===== src/rtl/uart_tx_arbiter.sv =====
// Round-robin arbiter and byte sequencer that shares one uart_byte_tx
// between NUM_REQ requesters, with packet lock, gap timer and watchdog.
module uart_tx_arbiter #(
  parameter int NUM_REQ        = 4,
  parameter int GAP_CYCLES     = 16,
  parameter int TIMEOUT_CYCLES = 1_000_000
) (
  input  logic                 clk,
  input  logic                 reset_n,
  input  logic [NUM_REQ-1:0]   req,
  input  logic [8*NUM_REQ-1:0] req_data,
  input  logic [NUM_REQ-1:0]   req_last,
  input  logic [2:0]           cfg_baud,
  output logic [NUM_REQ-1:0]   ack,
  output logic [NUM_REQ-1:0]   done,
  output logic                 err_timeout,
  output logic                 busy,
  output logic [7:0]           tx_data,
  output logic                 tx_send_en,
  output logic [2:0]           tx_baud_set,
  input  logic                 tx_done,
  input  logic                 tx_busy
);

  localparam int PW = $clog2(NUM_REQ);
  localparam int CW = (TIMEOUT_CYCLES > 2) ?
                      $clog2(TIMEOUT_CYCLES) : 1;
  localparam int GW = (GAP_CYCLES > 2) ?
                      $clog2(GAP_CYCLES) : 1;

  localparam logic [CW-1:0] TO_LAST  = CW'(TIMEOUT_CYCLES - 1);
  localparam logic [GW-1:0] GAP_LAST =
    GW'((GAP_CYCLES > 0) ? GAP_CYCLES - 1 : 0);
  localparam logic [PW-1:0] PTR_MAX  = PW'(NUM_REQ - 1);

  typedef enum logic [1:0] {
    S_IDLE,
    S_SEND,
    S_WAIT,
    S_GAP
  } state_t;

  state_t               r_state, w_state;
  logic [PW-1:0]        r_ptr, w_ptr;
  logic [PW-1:0]        r_g, w_g;
  logic                 r_lock, w_lock;
  logic [CW-1:0]        r_cnt, w_cnt;
  logic [GW-1:0]        r_gcnt, w_gcnt;
  logic [NUM_REQ-1:0]   r_ack, w_ack;
  logic [NUM_REQ-1:0]   r_done, w_done;
  logic                 r_err, w_err;
  logic                 r_busy, w_busy;
  logic [7:0]           r_data, w_data;
  logic                 r_send, w_send;
  logic [2:0]           r_baud, w_baud;

  logic [PW:0]          w_pick;
  logic                 w_elig;
  logic [PW-1:0]        w_gsel;

  // First set bit of v at or above p, wrapping; MSB flags a hit.
  function automatic logic [PW:0] f_pick(
    input logic [NUM_REQ-1:0] v,
    input logic [PW-1:0]      p
  );
    logic [PW:0] res;
    int          idx;
    res = '0;
    for (int k = NUM_REQ - 1; k >= 0; k--) begin
      idx = int'(p) + k;
      if (idx >= NUM_REQ) idx = idx - NUM_REQ;
      if (v[idx]) res = {1'b1, PW'(idx)};
    end
    return res;
  endfunction

  function automatic logic [PW-1:0] f_inc(
    input logic [PW-1:0] g
  );
    return (g == PTR_MAX) ? '0 : g + PW'(1);
  endfunction

  assign w_pick = f_pick(req, r_ptr);
  assign w_elig = r_lock ? req[r_g] : w_pick[PW];
  assign w_gsel = r_lock ? r_g : w_pick[PW-1:0];

  always_comb begin
    w_state = r_state;
    w_ptr   = r_ptr;
    w_g     = r_g;
    w_lock  = r_lock;
    w_cnt   = r_cnt;
    w_gcnt  = r_gcnt;
    w_ack   = '0;
    w_done  = '0;
    w_err   = 1'b0;
    w_send  = 1'b0;
    w_data  = r_data;
    w_baud  = r_baud;
    unique case (r_state)
      S_IDLE: begin
        if (!r_lock) w_baud = cfg_baud;
        if (w_elig && !tx_busy) begin
          w_g     = w_gsel;
          w_ack   = NUM_REQ'(1) << w_gsel;
          w_send  = 1'b1;
          w_data  = req_data[8*w_gsel +: 8];
          w_lock  = ~req_last[w_gsel];
          w_state = S_SEND;
        end
      end
      S_SEND: begin
        w_cnt   = '0;
        w_state = S_WAIT;
      end
      S_WAIT: begin
        if (tx_done) begin
          w_done  = NUM_REQ'(1) << r_g;
          w_cnt   = '0;
          w_gcnt  = '0;
          if (!r_lock) w_ptr = f_inc(r_g);
          w_state = (GAP_CYCLES > 0) ? S_GAP : S_IDLE;
        end else if (r_cnt == TO_LAST) begin
          // Abort: drop the packet and move on.
          w_err   = 1'b1;
          w_lock  = 1'b0;
          w_ptr   = f_inc(r_g);
          w_cnt   = '0;
          w_state = S_IDLE;
        end else begin
          w_cnt = r_cnt + CW'(1);
        end
      end
      S_GAP: begin
        if (r_gcnt == GAP_LAST) w_state = S_IDLE;
        else                    w_gcnt  = r_gcnt + GW'(1);
      end
      default: w_state = S_IDLE;
    endcase
    w_busy = (w_state != S_IDLE) || w_lock;
  end

  always_ff @(posedge clk or negedge reset_n) begin
    if (!reset_n) begin
      r_state <= S_IDLE;
      r_ptr   <= '0;
      r_g     <= '0;
      r_lock  <= 1'b0;
      r_cnt   <= '0;
      r_gcnt  <= '0;
      r_ack   <= '0;
      r_done  <= '0;
      r_err   <= 1'b0;
      r_busy  <= 1'b0;
      r_data  <= '0;
      r_send  <= 1'b0;
      r_baud  <= 3'b000;
    end else begin
      r_state <= w_state;
      r_ptr   <= w_ptr;
      r_g     <= w_g;
      r_lock  <= w_lock;
      r_cnt   <= w_cnt;
      r_gcnt  <= w_gcnt;
      r_ack   <= w_ack;
      r_done  <= w_done;
      r_err   <= w_err;
      r_busy  <= w_busy;
      r_data  <= w_data;
      r_send  <= w_send;
      r_baud  <= w_baud;
    end
  end

  assign ack         = r_ack;
  assign done        = r_done;
  assign err_timeout = r_err;
  assign busy        = r_busy;
  assign tx_data     = r_data;
  assign tx_send_en  = r_send;
  assign tx_baud_set = r_baud;

endmodule


===== config.mk =====
export PLATFORM = sky130hd
export DESIGN_NAME = uart_tx_arbiter
export DESIGN_NICKNAME = d
export VERILOG_FILES = /design/src/rtl/uart_tx_arbiter.sv
export SDC_FILE = /design/constraint.sdc
export NUM_CORES = 1
export LEC_CHECK = 0
export CORE_MARGIN = 2
export CORE_UTILIZATION = 45
export DETAILED_ROUTE_END_ITERATION = 10
export GPL_ROUTABILITY_DRIVEN = 0
export PLACE_DENSITY = 0.83
export SETUP_SLACK_MARGIN = 0.15
export SYNTH_ARGS = -nofsm -noshare
export SYNTH_HDL_FRONTEND = slang
export SYNTH_SLANG_ARGS = --single-unit

===== constraint.sdc =====
create_clock -name clk -period 2.5 [get_ports clk]
set_clock_uncertainty 0.2 [all_clocks]
set_input_delay 0.625 -clock clk [delete_from_list [all_inputs] [get_ports clk]]
set_output_delay 0.625 -clock clk [all_outputs]
set_load 0.01 [all_outputs]

==> results of run 1 <==
## stage by stage
step | setup WS (ps) | total power, uW | instances | hold slack, ps
after floorplan | 172 | 2300 | 287 | 129
after global placement | -223 | 3050 | 450 | 271
after detailed placement | -308 | 3110 | 450 | 292
after CTS | 153 | 3830 | 462 | 249
after global routing | 77.0 | 4140 | 465 | 294
final | 157 | 3870 | 465 | 227
## registers in the layout, indices dropped and copies added, names as in the netlist, 2 cells and up
name,cells
tx_data,8
ack,4
r_g,2
r_cnt,20
r_state,2
r_gcnt,4
r_ptr,2
done,4
tx_baud_set,3
## per-layer routing
| metal | routed length, um | up-vias | share of wire [%] |
|---|---|---|---|
| li1 | - | 1217 | - |
| met2 | 3430 | 68 | 52 |
| met1 | 2760 | 1161 | 42 |
| met4 | 95 | 0 | 1.4 |
| met5 | 0 | - | 0 |
| met3 | 292 | 8 | 4.4 |
## area by class of cell
| cell class | instances | share of cell area [%] |
|---|---|---|
| clock inverter | 2 | 0.963 |
| clock buffer | 6 | 1.80 |
| inverter | 12 | 1.12 |
| tap | 77 | 2.39 |
| sequential | 53 | 32.9 |
| multi-input combinational | 213 | 36.5 |
| timing repair buffer | 102 | 24.3 |
## Yosys cell counts, drive strengths merged
| cell | count | area (um^2) |
|---|---|---|
| a21boi | 3 | 26.3 |
| a21o | 2 | 15.0 |
| a21oi | 12 | 60.1 |
| a221o | 1 | 10.0 |
| a22oi | 1 | 7.51 |
| a311oi | 1 | 8.76 |
| a31oi | 2 | 12.5 |
| a32oi | 1 | 8.76 |
| a41oi | 1 | 8.76 |
| and3 | 9 | 56.3 |
| and4 | 1 | 10.0 |
| buf | 4 | 35.0 |
| bufbuf | 1 | 18.8 |
| clkbuf | 5 | 18.8 |
| dfrtp | 53 | 1330 |
| ha | 9 | 113 |
| inv | 12 | 45.0 |
| mux2 | 5 | 56.3 |
| mux2i | 22 | 220 |
| mux4 | 1 | 22.5 |
| nand2 | 30 | 113 |
| nand2b | 4 | 25.0 |
| nand3 | 10 | 50.1 |
| nand3b | 1 | 7.51 |
| nand4 | 5 | 31.3 |
| nor2 | 35 | 131 |
| nor2b | 4 | 25.0 |
| nor3 | 1 | 5.00 |
| nor4b | 2 | 38.8 |
| o211ai | 1 | 7.51 |
| o21ai | 11 | 55.1 |
| o21bai | 1 | 7.51 |
| o221ai | 8 | 70.1 |
| o22ai | 4 | 25.0 |
| o31ai | 1 | 7.51 |
| or2 | 1 | 6.26 |
| or3 | 1 | 6.26 |
| or4 | 3 | 27.5 |
| or4b | 1 | 10.0 |
| xnor2 | 3 | 26.3 |
| xor2 | 14 | 123 |
## worst paths after layout
kind,start,to,slack (ps),cells past startpoint
min,reset_n,r_cnt[9],230,2
max,r_cnt[0],busy,160,6
min in group clk,tx_data[1],tx_data[1],310,2
max reg2reg,r_cnt[0],busy,160,6
max in group asynchronous,reset_n,r_gcnt[1],1440,2
min reg2reg,tx_data[1],tx_data[1],310,2
## cells by family (layout without fill, tap and decap cells)
family                   Yosys count  count (layout)
XOR/XNOR                          17              17
AO/OA/AOI/OAI                     50              50
buffers and inverters             22             122
flip-flops                        53              53
adder cells (fa/ha/maj)            9               9
AND/OR/NAND/NOR                  108             109
multiplexers                      28              28
## power by group through the flow
| stage | registers [uW] | logic [uW] | clock network (uW) |
|---|---|---|---|
| final | 1260 | 2030 | 579 |
| after global routing | 1290 | 2230 | 620 |
| after CTS | 1250 | 1990 | 590 |
| after detailed placement | 1260 | 1850 | 0 |
| after global placement | 1250 | 1800 | 0 |
| after floorplan | 1260 | 1040 | 0 |
## critical path, stage by stage (launching register included)
cell	delay (ps)
dfrtp_1	400
ha_2	230
nand3_1	90
or4_4	580
o21ai_2	120
or4b_1	440
a21o_1	180
## repair_timing
action                     in CTS  in global routing
pin swaps                       6                  4
buffers inserted                3                  2
resized for setup               7                  9
cloned                          1                  1
setup endpoints to repair      16                 17
==> impl_metrics.ini, run 1 <==
[status]
status = finished clean

[global_routing]
global_route.peak_usage_layer = met2
wire_length_of_the_first_global_routing_pass_mm = 11.1
gr-usage-met2_pct = 33.8
globalRouteOverflowTotal = 0
met3_track_demand_over_resource_in_global_routing_pct = 3.76
pin_count_of_the_biggest_net_entering_global_routing = 54
first_global_vias = 2406
use_met1_pct = 23.9
globalRouteTotalUtil_pct = 19.1
antenna_found_initial = 0

[route]
route.antenna.remaining_nets = 0
drtIter0Drc = 106
vias = 2454
wirelength_mm = 6.58
drt-pass1-iter-count = 4
detail_route.drc_violations = 0
routed_wire_length_per_instance_um = 14.2
detail_route.vias_per_cell = 5.28

[cells_and_area]
insertedDiodeCount = 0
final_layout_size_suffix_gt1_share_pct = 16.2
commonest_non_fill_non_tap_cells_in_the_layout = 63 x clkdlybuf4s50_1, 53 x dfrtp_1, 35 x nor2_1
final_cell_area_um2 = 4030
postLayoutCoreUtil_pct = 64.2
multi_input_comb_area_um2 = 1470
layout-area-overhead-vs-synth_pct = 40.0
regArea_um2 = 1330
fillCellCount = 486
layout_nets = 443
layout_commonest_cell = clkdlybuf4s50_1

[clocking]
clock_buffers_created_by_tritoncts = 5
tritoncts_clock_tree = built
clk_pin_slew_ps = 90
root_buffer = clkbuf_8
clock_insertion_delay_worst_skew_ps = 300
cts_hold_repair.buffers = 0
clock-sinks = 53
cts.path.max_buffers = 2
htree_num_levels = 2

[pwr]
seq_power_share_pct = 32.5
total_leakage_power_uw = 0.00183
ir_drop_mv = 0.682
pwr-share-clk_pct = 15.0
cellInternalPower_uw = 2470
swShare_pct = 36.2
share_comb_of_total_power_pct = 52.6
switchingPower_uw = 1400
power_density_nw_per_um2 = 960

[worst_setup_path]
worstSetupEndpointType = flip-flop
setup.worst_path.start_class = flip-flop
timing.critical_path.required_ps = 2490
critPathKind = flip-flop to flip-flop
worst-endpoint-arrival_ps = 2340
critical_path_peak_fanout = 5

[logic_synthesis]
synth_top_family_by_area = simple AND/OR/NAND/NOR gates
syn-instance-count = 287
synth.net_count = 343
synthXorXnorAreaFrac_pct = 5.17
synth.avg_cell_area_um2 = 10.0
yosys_register_bits = 53
mux_share_of_post_synthesis_cell_area_pct = 10.4
synth_compound_area_share_pct = 11.5
post_synth_and_or_nand_nor_area_fraction_pct = 18.9
fraction_of_the_mapped_netlist_area_in_adder_cells_pct = 3.91
synthDistinctLibCells = 48
yosys_warnings = 0
sequential_to_total_area_share_from_yosys_stat_pct = 46.1
syn_area_um2 = 2880

[flow_run]
maxCapViolations = 0

[timing]
setup_viol_count_final = 0
layout_worst_path_cycle_share_pct = 93.7
finalWorstPathRequiredPeriod_ps = 2340
final_max_tran_viols = 0
total_negative_setup_slacks_ps = 0
maximum_achievable_frequency_ghz = 0.427
relSlewSlack_pct = 56.6
tightestPinTransition_ps = 652
rsz_0062_raised_after_global_routing = yes
final_hold_viol_count = 0

[die]
start_util_pct = 45.8
design.portCount = 69
chipWidth_um = 84.0
die_height_um = 84.0
std_cell_rows = 29
die_area_um2 = 7050
core-area_um2 = 6280

[placement]
hpwlAfterDp_mm = 4.71
placement.io_buffers = 68
placedInstanceArea_um2 = 3830

[min_path]
min-delay-path-class = input port to async pin
(Power assumes the default switching activity.)
==> run 2, diff against run 1 <==
Settings changed: SETUP_SLACK_MARGIN 0.15 to default.
==> impl_metrics.ini, run 2 (same netlist as run 1, synthesis figures left out) <==
[cells_and_area]
largest_reg_flops = 20
multi_input_comb_area_um2 = 1460
layout_commonest_cell = clkdlybuf4s50_1
layout-area-overhead-vs-synth_pct = 41.1
postLayoutCoreUtil_pct = 64.7
insertedDiodeCount = 0
regArea_um2 = 1330
instances_no_fill = 467
commonest_non_fill_non_tap_cells_in_the_layout = 63 x clkdlybuf4s50_1, 53 x dfrtp_1, 35 x nor2_1
fillCellCount = 481
max_flop_register = r_cnt
layout_nets = 445
final_layout_size_suffix_gt1_share_pct = 16.4

[clocking]
clock_insertion_delay_worst_skew_ps = 300
cts_hold_repair.buffers = 0
tritoncts_clock_tree = built
root_buffer = clkbuf_8
clock-sinks = 53
cts.path.max_buffers = 2
htree_num_levels = 2
clock_buffers_created_by_tritoncts = 5
clk_pin_slew_ps = 90

[worst_setup_path]
worst-endpoint-arrival_ps = 2340
setup.worst_path.start_class = flip-flop
worstReg2RegStart = r_cnt[0]
timing.critical_path.to = busy
r2r.worst_path.cells = 6
critPathKind = flip-flop to flip-flop
timing.reg2reg.setup_slack_ps = 160
critical_path_peak_fanout = 5
worstSetupEndpointType = flip-flop
timing.critical_path.required_ps = 2490
r2r-end = busy
critical_path.startpoint = r_cnt[0]

[global_routing]
globalRouteTotalUtil_pct = 18.4
globalRouteOverflowTotal = 0
first_global_vias = 2352
pin_count_of_the_biggest_net_entering_global_routing = 54
wire_length_of_the_first_global_routing_pass_mm = 10.7
antenna_found_initial = 0

[placement]
placement.io_buffers = 68
placed_cells = 450
hpwlAfterDp_mm = 4.71
placement.setup.worst_slack_ps = -308

[timing]
relSlewSlack_pct = 56.9
rsz_0062_raised_after_global_routing = no
holdWs_ps = 224
layout_setup_ws_ps = 157
final_hold_viol_count = 0
maximum_achievable_frequency_ghz = 0.427
tightestPinTransition_ps = 646
final_max_tran_viols = 0
layout_worst_path_cycle_share_pct = 93.7
finalWorstPathRequiredPeriod_ps = 2340
setup_viol_count_final = 0

[route]
detail_route.vias_per_cell = 5.25
wirelength_mm = 6.63
vias = 2450
drtIter0Drc = 105
routed_wire_length_per_instance_um = 14.2
detail_route.drc_violations = 0
route.antenna.remaining_nets = 0
drt-pass1-iter-count = 4

[flow_run]
maxCapViolations = 0

[die]
die_area_um2 = 7050
core-area_um2 = 6280
std_cell_rows = 29
chipWidth_um = 84.0
start_util_pct = 45.8
design.portCount = 69
die_height_um = 84.0

[pwr]
fin_total_pwr_uw = 3930
power_density_nw_per_um2 = 969
total_leakage_power_uw = 0.00187
ir_drop_mv = 0.653

[min_path]
min-delay-path-class = input port to async pin

[status]
status = finished clean
run 2: routing by layer:
metal	vias up	share of wire (%)	GRT usage, %
met5	-	0	0
met1	1160	43	23.1
li1	1219	-	-
met4	0	0.78	4.25
met2	67	51	32.4
met3	4	4.7	3.96
run 2: area by class of cell:
cell class	instances	share of cell area [%]
Clock buffer	6	1.79
Inverter	12	1.11
Sequential cell	53	32.7
Timing Repair Buffer	105	25.1
Tap cell	77	2.37
Multi-Input combinational cell	212	36.0
Clock inverter	2	0.955
run 2: repair_timing:
action	4_1_cts	5_1_grt
endpoints found under the hold margin	0	0
gates resized for setup	1	11
setup endpoints to repair	2	15
cloned	0	1
pin swaps	1	6
setup buffers	0	8
run 2: critical path, stage by stage, from the launching register on:
cell and delay, ps:
dfrtp_1 390, ha_1 220, nand3_1 100, or4_4 580, o21ai_1 120, or4b_1 440
a21o_1 180
run 2: per-stage QoR:
step | area (um^2) | setup TNS [ps]
2_1_floorplan | 2880 | 0
3_3_place_gp | 3830 | -3190
3_5_place_dp | 3830 | -4140
4_1_cts | 3940 | 0
5_1_grt | 4060 | 0
6_report | 4060 | 0
run 2: worst min-delay path by stage:
| stage | depth (start not counted) | slack, ps | end | startpoint |
|---|---|---|---|---|
| after floorplan | 0 | 130 | ack[0] | reset_n |
| after global placement | 2 | 270 | tx_data[1] | tx_data[1] |
| after detailed placement | 2 | 290 | tx_data[1] | tx_data[1] |
| after CTS | 2 | 250 | r_cnt[9] | reset_n |
| after global routing | 2 | 300 | r_cnt[9] | reset_n |
| final | 2 | 220 | r_cnt[9] | reset_n |
run 2: report_power, final:
part | switching (uW) | total, uW | internal, uW
clock network | 274 | 575 | 301
logic | 940 | 2100 | 1160
registers | 201 | 1260 | 1060
total | 1410 | 3930 | 2520
==> run 3, diff against run 2 <==
Settings changed: CAP_MARGIN from default to 20, CORE_MARGIN 2 to default, CORE_UTILIZATION 45 to 50, PLACE_DENSITY 0.83 to 0.87.
Clock period 2.5 ns to 2.45 ns, I/O delays scaled along.
==> impl_metrics.ini, run 3 (same netlist as run 1, synthesis figures left out) <==
[status]
status = finished clean

[global_routing]
global_route.peak_usage_layer = met2
globalRouteOverflowTotal = 0
antenna_found_initial = 0
pin_count_of_the_biggest_net_entering_global_routing = 54
wire_length_of_the_first_global_routing_pass_mm = 11.3
use_met1_pct = 29.6
first_global_vias = 2465
met3_track_demand_over_resource_in_global_routing_pct = 6.00
globalRouteTotalUtil_pct = 23.8
gr-usage-met2_pct = 39.7

[cells_and_area]
commonest_non_fill_non_tap_cells_in_the_layout = 63 x clkdlybuf4s50_1, 53 x dfrtp_1, 35 x nor2_1
insertedDiodeCount = 0
layout_nets = 434
final_layout_size_suffix_gt1_share_pct = 14.0
max_flop_register = r_cnt
largest_reg_flops = 20
instances_no_fill = 451
layout_commonest_cell = clkdlybuf4s50_1
layout-area-overhead-vs-synth_pct = 37.4

[clocking]
clock-sinks = 53
root_buffer = clkbuf_8
tritoncts_clock_tree = built
cts.path.max_buffers = 2
htree_num_levels = 2
clock_buffers_created_by_tritoncts = 5
clk_pin_slew_ps = 100
clock_insertion_delay_worst_skew_ps = 310

[timing]
setup_viol_count_final = 0
maximum_achievable_frequency_ghz = 0.424
final_max_tran_viols = 0
tightestPinTransition_ps = 539
final_hold_viol_count = 0
layout_worst_path_cycle_share_pct = 96.2
finalWorstPathRequiredPeriod_ps = 2360
layout_setup_ws_ps = 93.3
relSlewSlack_pct = 63.9

[worst_setup_path]
timing.reg2reg.setup_slack_ps = 90
timing.critical_path.required_ps = 2460
r2r.worst_path.cells = 6
critPathKind = flip-flop to flip-flop
critical_path_peak_fanout = 4
worstReg2RegStart = r_cnt[0]
worstSetupEndpointType = flip-flop
setup.worst_path.start_class = flip-flop
r2r-end = busy
worst-endpoint-arrival_ps = 2370

[route]
drt-pass1-iter-count = 4
route.antenna.remaining_nets = 0
routed_wire_length_per_instance_um = 15.5
drtIter0Drc = 209
detail_route.drc_violations = 0
wirelength_mm = 7.01
detail_route.vias_per_cell = 5.59
vias = 2519

[pwr]
share_comb_of_total_power_pct = 52.7
cellInternalPower_uw = 2300
switchingPower_uw = 1440
swShare_pct = 38.6
seq_power_share_pct = 34.3
total_leakage_power_uw = 0.00180
fin_total_pwr_uw = 3740
power_density_nw_per_um2 = 945
pwr-share-clk_pct = 13.0
ir_drop_mv = 0.521

[die]
die_height_um = 77.9
std_cell_rows = 27
design.portCount = 69
core-area_um2 = 5540
die_area_um2 = 6060
chipWidth_um = 77.9
start_util_pct = 51.9

[min_path]
min-delay-path-class = input port to async pin

[placement]
placement.setup.worst_slack_ps = -391
placement.io_buffers = 68
hpwlAfterDp_mm = 4.94
placed_cells = 440

[flow_run]
maxCapViolations = 0
## run 3: per-layer routing
metal | up-vias | wire length [um]
li1 | 1198 | -
met1 | 1192 | 2850
met2 | 112 | 3560
met3 | 17 | 432
met4 | 0 | 163
met5 | - | 0
## run 3: worst max-delay path by stage
stage	start	endpoint	slack [ps]	depth (start not counted)
after floorplan	r_cnt[6]	busy	130	6
after detailed placement	req[1]	tx_data[5]	-390	8
final	r_cnt[0]	busy	90	6
after global placement	req[3]	tx_data[6]	-280	7
after global routing	req[2]	tx_data[6]	-10	8
after CTS	r_cnt[11]	busy	2	6
## run 3: area by class of cell
class / count / area [um^2]
inverter: 12 / 45.0
sequential: 53 / 1330
clock inverter: 3 / 17.5
clock buffer: 5 / 68.8
timing repair buffer: 94 / 945
fill: 412 / 1590
tap: 72 / 90.1
multi-input combinational: 212 / 1460
## run 3: critical path: stages, from the launching register on
cell and delay, ps:
dfrtp_1 400, ha_1 220, nand3_1 100, or4_4 580, o21ai_2 140, or4b_1 450, a21o_1 180
## run 3: repair_timing
action                                  4_1_cts  5_1_grt
endpoints found under the setup margin       10       15
setup buffers                                 0        2
cloned                                        0        1
hold buffers                                  0        0
pin swaps                                     2        3
resized for setup                             6        5
## run 3: per-stage QoR
stage               setup TNS [ps]  cell area, um^2  hold WS, ps  util, %
global placement             -4280             3800          269     68.6
detailed placement           -6000             3800          274     68.6
finish                           0             3950         76.5     71.4
global route                 -14.6             3950         87.1     71.4
CTS                              0             3890         88.5     70.2
floorplan                        0             2880          117        -
## run 3: power groups by stage
stage / clock (uW) / sequential (uW) / combinational (uW)
6_report: 485 / 1280 / 1970
5_1_grt: 526 / 1310 / 2150
4_1_cts: 496 / 1270 / 1820
3_5_place_dp: 0 / 1280 / 1810
3_3_place_gp: 0 / 1270 / 1740
2_1_floorplan: 0 / 1290 / 1060
